==> config.mk <==
export PLATFORM = sky130hd
export DESIGN_NAME = wb_arbiter_flat
export DESIGN_NICKNAME = d
export VERILOG_FILES = /design/src/rtl/wb_arbiter_pkg.sv /design/src/rtl/wb_arbiter_if.sv /design/src/rtl/wb_arbiter_fifo.sv /design/src/rtl/wb_arbiter.sv /design/src/flat_wrapper.sv
export SDC_FILE = /design/constraint.sdc
export NUM_CORES = 1
export LEC_CHECK = 0
export CAP_MARGIN = 0
export CORE_ASPECT_RATIO = 0.7
export CORE_MARGIN = 1.5
export CORE_UTILIZATION = 49
export DETAILED_ROUTE_END_ITERATION = 6
export PLACE_DENSITY = 0.95
export RECOVER_POWER = 100
export SLEW_MARGIN = 25
export SYNTH_ARGS = -nofsm -noshare
export SYNTH_HDL_FRONTEND = slang
export SYNTH_SLANG_ARGS = --single-unit
==> constraint.sdc <==
create_clock -name clk -period 3.8 [get_ports clk]
set_input_delay 0.76 -clock clk [delete_from_list [all_inputs] [get_ports clk]]
set_output_delay 0.76 -clock clk [all_outputs]
set_load 0.02 [all_outputs]
==> src/rtl/wb_arbiter_pkg.sv <==
// Shared types for the write-back arbiter: register address, write request and queued LSU entry.
package wb_arbiter_pkg;

    localparam int XLEN   = 32;
    localparam int REG_AW = 5;

    typedef logic [REG_AW-1:0] reg_addr_t;

    localparam reg_addr_t REG_X0 = 5'd0;

    typedef struct packed {
        reg_addr_t       rd;
        logic [XLEN-1:0] data;
    } wb_req_t;

    // live is cleared when a younger ALU write to the same rd overtakes the entry
    typedef struct packed {
        logic    live;
        wb_req_t req;
    } wb_entry_t;

    function automatic logic waw_hit(input logic en, input reg_addr_t kill_rd, input reg_addr_t rd);
        return en && (kill_rd == rd);
    endfunction

    function automatic logic fwd_match(input logic we, input reg_addr_t wr_addr, input reg_addr_t rd_addr);
        return we && (wr_addr == rd_addr) && (rd_addr != REG_X0);
    endfunction

endpackage

==> src/rtl/wb_arbiter_if.sv <==
// Bundle of the ALU/LSU producer inputs, regfile write port and bypass signals around wb_arbiter.
interface wb_arbiter_if
    import wb_arbiter_pkg::*;
#(
    parameter int XLEN = wb_arbiter_pkg::XLEN
);

    logic            alu_valid;
    reg_addr_t       alu_rd;
    logic [XLEN-1:0] alu_data;

    logic            lsu_valid;
    logic            lsu_ready;
    reg_addr_t       lsu_rd;
    logic [XLEN-1:0] lsu_data;

    logic            we3;
    reg_addr_t       a3;
    logic [XLEN-1:0] wd3;

    reg_addr_t       fwd_a1;
    reg_addr_t       fwd_a2;
    logic            fwd_hit1;
    logic            fwd_hit2;
    logic [XLEN-1:0] fwd_data1;
    logic [XLEN-1:0] fwd_data2;

    modport master (
        output alu_valid, alu_rd, alu_data,
        output lsu_valid, lsu_rd, lsu_data,
        input  lsu_ready,
        input  we3, a3, wd3,
        output fwd_a1, fwd_a2,
        input  fwd_hit1, fwd_hit2, fwd_data1, fwd_data2
    );

    modport slave (
        input  alu_valid, alu_rd, alu_data,
        input  lsu_valid, lsu_rd, lsu_data,
        output lsu_ready,
        output we3, a3, wd3,
        input  fwd_a1, fwd_a2,
        output fwd_hit1, fwd_hit2, fwd_data1, fwd_data2
    );

endinterface

==> src/rtl/wb_arbiter_fifo.sv <==
// Small synchronous FIFO holding LSU results that lost the write port, with a per-entry WAW kill.
module wb_fifo
    import wb_arbiter_pkg::*;
#(
    parameter int DEPTH = 2
) (
    input  logic      clk,
    input  logic      rst_n,
    input  logic      push,
    input  wb_req_t   push_req,
    input  logic      pop,
    input  logic      kill_en,
    input  reg_addr_t kill_rd,
    output logic      full,
    output logic      empty,
    output wb_entry_t head
);

    localparam int PW = (DEPTH > 1) ? $clog2(DEPTH) : 1;
    localparam int CW = $clog2(DEPTH + 1);

    logic [PW-1:0]    wr_ptr;
    logic [PW-1:0]    rd_ptr;
    logic [CW-1:0]    count;
    logic [DEPTH-1:0] live;
    wb_req_t          mem [DEPTH];

    assign full  = (count == CW'(DEPTH));
    assign empty = (count == '0);
    assign head  = '{live: live[rd_ptr], req: mem[rd_ptr]};

    always_ff @(posedge clk) begin
        if (push) begin
            mem[wr_ptr] <= push_req;
        end
    end

    // Power-of-two depth lets the pointers wrap by plain overflow
    always_ff @(posedge clk or negedge rst_n) begin
        if (!rst_n) begin
            wr_ptr <= '0;
            rd_ptr <= '0;
            count  <= '0;
            live   <= '0;
        end else begin
            for (int i = 0; i < DEPTH; i++) begin
                if (waw_hit(kill_en, kill_rd, mem[i].rd)) begin
                    live[i] <= 1'b0;
                end
            end
            if (push) begin
                live[wr_ptr] <= !waw_hit(kill_en, kill_rd, push_req.rd);
                wr_ptr       <= wr_ptr + 1'b1;
            end
            if (pop) begin
                rd_ptr <= rd_ptr + 1'b1;
            end
            case ({push, pop})
                2'b10:   count <= count + 1'b1;
                2'b01:   count <= count - 1'b1;
                default: count <= count;
            endcase
        end
    end

endmodule

==> src/rtl/wb_arbiter.sv <==
// Write-back arbiter: ALU beats win the regfile write port, LSU beats cut through or queue,
// and the committed write is bypassed to both read ports.
module wb_arbiter
    import wb_arbiter_pkg::*;
#(
    parameter int LSU_DEPTH = 2,
    parameter int XLEN      = wb_arbiter_pkg::XLEN
) (
    input logic         clk,
    input logic         rst_n,
    wb_arbiter_if.slave bus
);

    logic      alu_issue;
    logic      fifo_push;
    logic      fifo_pop;
    logic      fifo_full;
    logic      fifo_empty;
    logic      cut_through;
    wb_entry_t fifo_head;

    logic            vld_p0;
    wb_req_t         req_p0;
    logic            vld_p1;
    reg_addr_t       rd_p1;
    logic [XLEN-1:0] data_p1;

    wb_fifo #(
        .DEPTH (LSU_DEPTH)
    ) u_fifo (
        .clk      (clk),
        .rst_n    (rst_n),
        .push     (fifo_push),
        .push_req ('{rd: bus.lsu_rd, data: bus.lsu_data}),
        .pop      (fifo_pop),
        .kill_en  (alu_issue),
        .kill_rd  (bus.alu_rd),
        .full     (fifo_full),
        .empty    (fifo_empty),
        .head     (fifo_head)
    );

    // Full blocks acceptance even when a pop frees a slot this cycle
    assign bus.lsu_ready = !fifo_full;

    always_comb begin
        alu_issue   = bus.alu_valid && (bus.alu_rd != REG_X0);
        fifo_pop    = !alu_issue && !fifo_empty;
        cut_through = !alu_issue && fifo_empty && bus.lsu_valid && (bus.lsu_rd != REG_X0);
        fifo_push   = bus.lsu_valid && !fifo_full && (bus.lsu_rd != REG_X0) && !cut_through;

        vld_p0 = 1'b0;
        req_p0 = '{rd: bus.alu_rd, data: bus.alu_data};
        if (alu_issue) begin
            vld_p0 = 1'b1;
        end else if (fifo_pop) begin
            vld_p0 = fifo_head.live;
            req_p0 = fifo_head.req;
        end else if (cut_through) begin
            vld_p0 = 1'b1;
            req_p0 = '{rd: bus.lsu_rd, data: bus.lsu_data};
        end
    end

    // p0 -> p1: regfile write register; address/data hold when nothing is issued
    always_ff @(posedge clk or negedge rst_n) begin
        if (!rst_n) begin
            vld_p1  <= 1'b0;
            rd_p1   <= REG_X0;
            data_p1 <= '0;
        end else begin
            vld_p1 <= vld_p0;
            if (vld_p0) begin
                rd_p1   <= req_p0.rd;
                data_p1 <= req_p0.data;
            end
        end
    end

    assign bus.we3 = vld_p1;
    assign bus.a3  = rd_p1;
    assign bus.wd3 = data_p1;

    assign bus.fwd_hit1  = fwd_match(vld_p1, rd_p1, bus.fwd_a1);
    assign bus.fwd_hit2  = fwd_match(vld_p1, rd_p1, bus.fwd_a2);
    assign bus.fwd_data1 = bus.fwd_hit1 ? data_p1 : '0;
    assign bus.fwd_data2 = bus.fwd_hit2 ? data_p1 : '0;

endmodule

==> src/flat_wrapper.sv <==
// flat-port wrapper written by rule: the top's interface ports become plain ports
module wb_arbiter_flat import wb_arbiter_pkg::*;
#(
    parameter int LSU_DEPTH = 2,
    parameter int XLEN      = wb_arbiter_pkg::XLEN
)
  (clk, rst_n, bus_alu_valid, bus_alu_rd, bus_alu_data, bus_lsu_valid, bus_lsu_rd, bus_lsu_data, bus_lsu_ready, bus_we3, bus_a3, bus_wd3, bus_fwd_a1, bus_fwd_a2, bus_fwd_hit1, bus_fwd_hit2, bus_fwd_data1, bus_fwd_data2);
  wb_arbiter_if #(.XLEN(XLEN)) bus_i ();
  input logic clk;
  input logic rst_n;
  input wire logic [$bits(bus_i.alu_valid)-1:0] bus_alu_valid;
  input wire logic [$bits(bus_i.alu_rd)-1:0] bus_alu_rd;
  input wire logic [$bits(bus_i.alu_data)-1:0] bus_alu_data;
  input wire logic [$bits(bus_i.lsu_valid)-1:0] bus_lsu_valid;
  input wire logic [$bits(bus_i.lsu_rd)-1:0] bus_lsu_rd;
  input wire logic [$bits(bus_i.lsu_data)-1:0] bus_lsu_data;
  output wire logic [$bits(bus_i.lsu_ready)-1:0] bus_lsu_ready;
  output wire logic [$bits(bus_i.we3)-1:0] bus_we3;
  output wire logic [$bits(bus_i.a3)-1:0] bus_a3;
  output wire logic [$bits(bus_i.wd3)-1:0] bus_wd3;
  input wire logic [$bits(bus_i.fwd_a1)-1:0] bus_fwd_a1;
  input wire logic [$bits(bus_i.fwd_a2)-1:0] bus_fwd_a2;
  output wire logic [$bits(bus_i.fwd_hit1)-1:0] bus_fwd_hit1;
  output wire logic [$bits(bus_i.fwd_hit2)-1:0] bus_fwd_hit2;
  output wire logic [$bits(bus_i.fwd_data1)-1:0] bus_fwd_data1;
  output wire logic [$bits(bus_i.fwd_data2)-1:0] bus_fwd_data2;
  assign bus_i.alu_valid = bus_alu_valid;
  assign bus_i.alu_rd = bus_alu_rd;
  assign bus_i.alu_data = bus_alu_data;
  assign bus_i.lsu_valid = bus_lsu_valid;
  assign bus_i.lsu_rd = bus_lsu_rd;
  assign bus_i.lsu_data = bus_lsu_data;
  assign bus_lsu_ready = bus_i.lsu_ready;
  assign bus_we3 = bus_i.we3;
  assign bus_a3 = bus_i.a3;
  assign bus_wd3 = bus_i.wd3;
  assign bus_i.fwd_a1 = bus_fwd_a1;
  assign bus_i.fwd_a2 = bus_fwd_a2;
  assign bus_fwd_hit1 = bus_i.fwd_hit1;
  assign bus_fwd_hit2 = bus_i.fwd_hit2;
  assign bus_fwd_data1 = bus_i.fwd_data1;
  assign bus_fwd_data2 = bus_i.fwd_data2;
  wb_arbiter #(.LSU_DEPTH(LSU_DEPTH), .XLEN(XLEN)) u_core (.clk(clk), .rst_n(rst_n), .bus(bus_i));
endmodule
==> impl_metrics.csv <==
group,metric,value,unit
setup_path,endpoint_kind,"output pin",
synth,synth_cell_types,43,
cells_and_area,finalNonFillerCells,806,
floorplanning,fp.dieW,131.6,um
synth,synthesis.nets,533,
cells_and_area,fin_nets,728,
cells_and_area,mostFrequentLayoutCells,"99 x dlygate4sd3_1, 92 x clkdlybuf4s50_1, 74 x edfxtp_1, 63 x and2_1, 43 x dfrtp_1",
routing,vias,4641,
cells_and_area,final_common_cell,"dlygate4sd3_1",
clock_network,cts_tree,"done",
global_routing,grt_pass1_vias,4721,
place,place_congestion,0.9280,
global_routing,grt_max_degree,45,
floorplanning,die_h,93.00,um
timing,fin_crit_sh,97.31,%
global_routing,antenna_found_initial,1,
floorplanning,initial_utilization,50.93,%
place,dpl_worst_slack,-0.2854,ns
power_and_ir_drop,power.density,721.6,nW/um2
routing,wl_per_cell,20.12,um
routing,via_per_inst,5.758,
cells_and_area,drive_gt1_share,12.88,%
synth,ys_seq_area_share,58.62,%
run_status,failed_checks,"max-capacitance violations, max-slew violations",
timing,skew,0.006465,ns
synth,syn_avg_cell_area,12.77,um2
run_status,outcome,"finished, violations left",
clock_network,cts_num_sinks,118,
clock_network,ctsRootBufferMaster,"clkbuf_16",
timing,fin_crit,3.698,ns
setup_path,cp_max_fo,27,
clock_network,cts_resized,0,
timing,setup_viol,0,
setup_path,critPathLaunchType,"input port",
place,dp.cells,771,
floorplanning,io_pins,193,
global_routing,grt_use_total,27.30,%
floorplanning,dieArea,12230,um2
synth,yosysTopAreaCell,"edfxtp_1",
clock_network,clockBufferDepth,2,
place,io_buffers,192,
min_path,holdPathStages,1,
timing,rsz0062_at_grt,"no",
clock_network,clk_latency,0.41,ns
synth,yosys_warnings,0,
timing,slew_headroom,-81.14,%
clock_network,path_clk_slew,0.05,ns
cells_and_area,syn_to_final_growth,48.22,%
setup_path,cp.required,3.04,ns
timing,drv_slew,45,
routing,route.detailed.drc,0,
min_path,hold_class,"reg -> reg",
job,maxCapViolations,1,
global_routing,grt_pass1_wl,25670,um
routing,detail_route.iter0.violations,410,
clock_network,post_cts_buffers,2,
clock_network,cts_buffers,17,
place,dpl_cell_area,7792,um2
routing,wirelength,16220,um
timing,worst_slew_pin_slew,2.717,ns
clock_network,cts_htree_levels,4,
setup_path,worstSetupPathType,"in -> out",
clock_network,holdBufCountCts,0,
timing,fin_tns_setup,0,ns
power_and_ir_drop,ir_worst_vdd,0.4098,mV
synth,async_flop_share,37.29,%
place,dpl.hpwl,11030,um
timing,hold_violations,0,
synth,synth.cell_area,5669,um2
power_and_ir_drop,p_leak,3.178,nW
synth,yosys_most_used_dff,"edfxtp_1",
routing,first_pass_iters,4,
setup_path,reg2reg_depth,5,
synth,netlist_instances,444,
timing,fmax,270.4,MHz
synth,yosys_register_bits,118,
global_routing,overflow,0,
setup_path,cp.arrival,2.94,ns
routing,ant_nets,0,
timing,worst_slack,0.1024,ns
floorplanning,core_area,11130,um2
synth,synth-edff-count,74,
synth,synth_top_area_share,39.20,%
cells_and_area,fin_area,8403,um2
floorplanning,num_rows,32,
synth,ys_top_cells_by_area,"edfxtp_1 39%, dfrtp_1 19%, and2_1 7.1%",
timing,hold_slack,0.5166,ns
==> registers in the layout, summed over array words and instances (netlist names) <==
signal                cells
u_core.bus.a3             5
u_core.u_fifo.count       2
u_core.bus.we3            1
u_core.u_fifo.mem        74
u_core.bus.wd3           32
u_core.u_fifo.live        2
u_core.u_fifo.wr_ptr      1
u_core.u_fifo.rd_ptr      1
==> layout make-up <==
cell class / count / area, um2
timing repair buffer: 208 / 2036
multi-input combinational: 287 / 2197
inverter: 7 / 26.28
clock buffer: 23 / 478.0
sequential: 118 / 3324
clock inverter: 9 / 147.6
antenna: 1 / 2.502
fill: 730 / 2728
tap: 153 / 191.4
==> report_power, final <==
part / switching [mW] / internal (mW) / total, mW
logic: 1.23 / 1.02 / 2.26
clock network: 0.536 / 1.14 / 1.68
registers: 0.336 / 1.79 / 2.13
==> synth_stat cells, types with 2 or more instances <==
cell and count:
o22a_1 3, nor3_1 4, a221oi_1 18, a21boi_0 4, nand2_1 22, dfrtp_1 44
o2bb2ai_1 15, edfxtp_1 74, o41ai_1 3, xnor2_1 18, o221ai_1 17, a21oi_1 14
mux2i_1 6, or2_2 2, a31oi_1 5, clkbuf_1 22, xor2_1 10, o2111ai_1 2
and2_1 64, buf_2 7, or3_1 2, inv_1 6, a2bb2oi_1 17, mux2_2 34
nand3_1 5, nor2_1 9
==> worst max-delay path, stage by stage <==
cell and delay [ns]:
clkdlybuf4s50_1 0.47, xor2_1 0.20, nor3_1 0.21, and4_1 0.30
buf_12 0.19, and2_1 0.14, dlygate4sd3_1 0.67
==> cells by family (layout without fill, tap and decap cells) <==
group / count (synthesis) / in the layout / synth area share [%]
flops: 118 / 118 / 58.62
fa+ha+maj: 1 / 1 / 0.2207
other cells: 0 / 1 / 0
mux: 40 / 40 / 7.813
xor+xnor: 28 / 28 / 4.326
compound gates: 105 / 105 / 15.01
simple gates: 113 / 113 / 11.12
buf+inv: 39 / 247 / 2.891
==> path summary, 6_finish.rpt <==
check,end,slack (ns),from
worst max-delay path,bus_fwd_data1[27],0.10,bus_fwd_a1[3]
worst min-delay path,u_core.u_fifo.wr_ptr$_DFFE_PN0N_,0.52,u_core.u_fifo.wr_ptr$_DFFE_PN0N_
worst max register to register,u_core.bus.wd3[2]$_DFFE_PN0P_,0.97,u_core.u_fifo.count[0]$_DFFE_PN0P_
worst min register to register,u_core.u_fifo.wr_ptr$_DFFE_PN0N_,0.52,u_core.u_fifo.wr_ptr$_DFFE_PN0N_
max in group asynchronous,u_core.u_fifo.rd_ptr$_DFFE_PN0N_,0.85,rst_n
min in group asynchronous,u_core.bus.wd3[5]$_DFFE_PN0P_,1.21,rst_n
==> stage by stage <==
step                util [%]  power, mW
finish                 75.49      6.064
global route           75.49      6.321
CTS                    75.76      6.190
detailed placement     70.01      4.484
global placement       69.89      4.375
floorplan                  -      3.449
==> per-layer routing <==
metal	GRT usage [%]	up-vias	share of wire, %
met1	34.87	2291	42
met5	0	-	0
li1	-	2082	-
met4	12.87	0	2.9
met3	6.287	39	6.6
met2	44.74	229	48
Power figures use the tool's default switching activity.
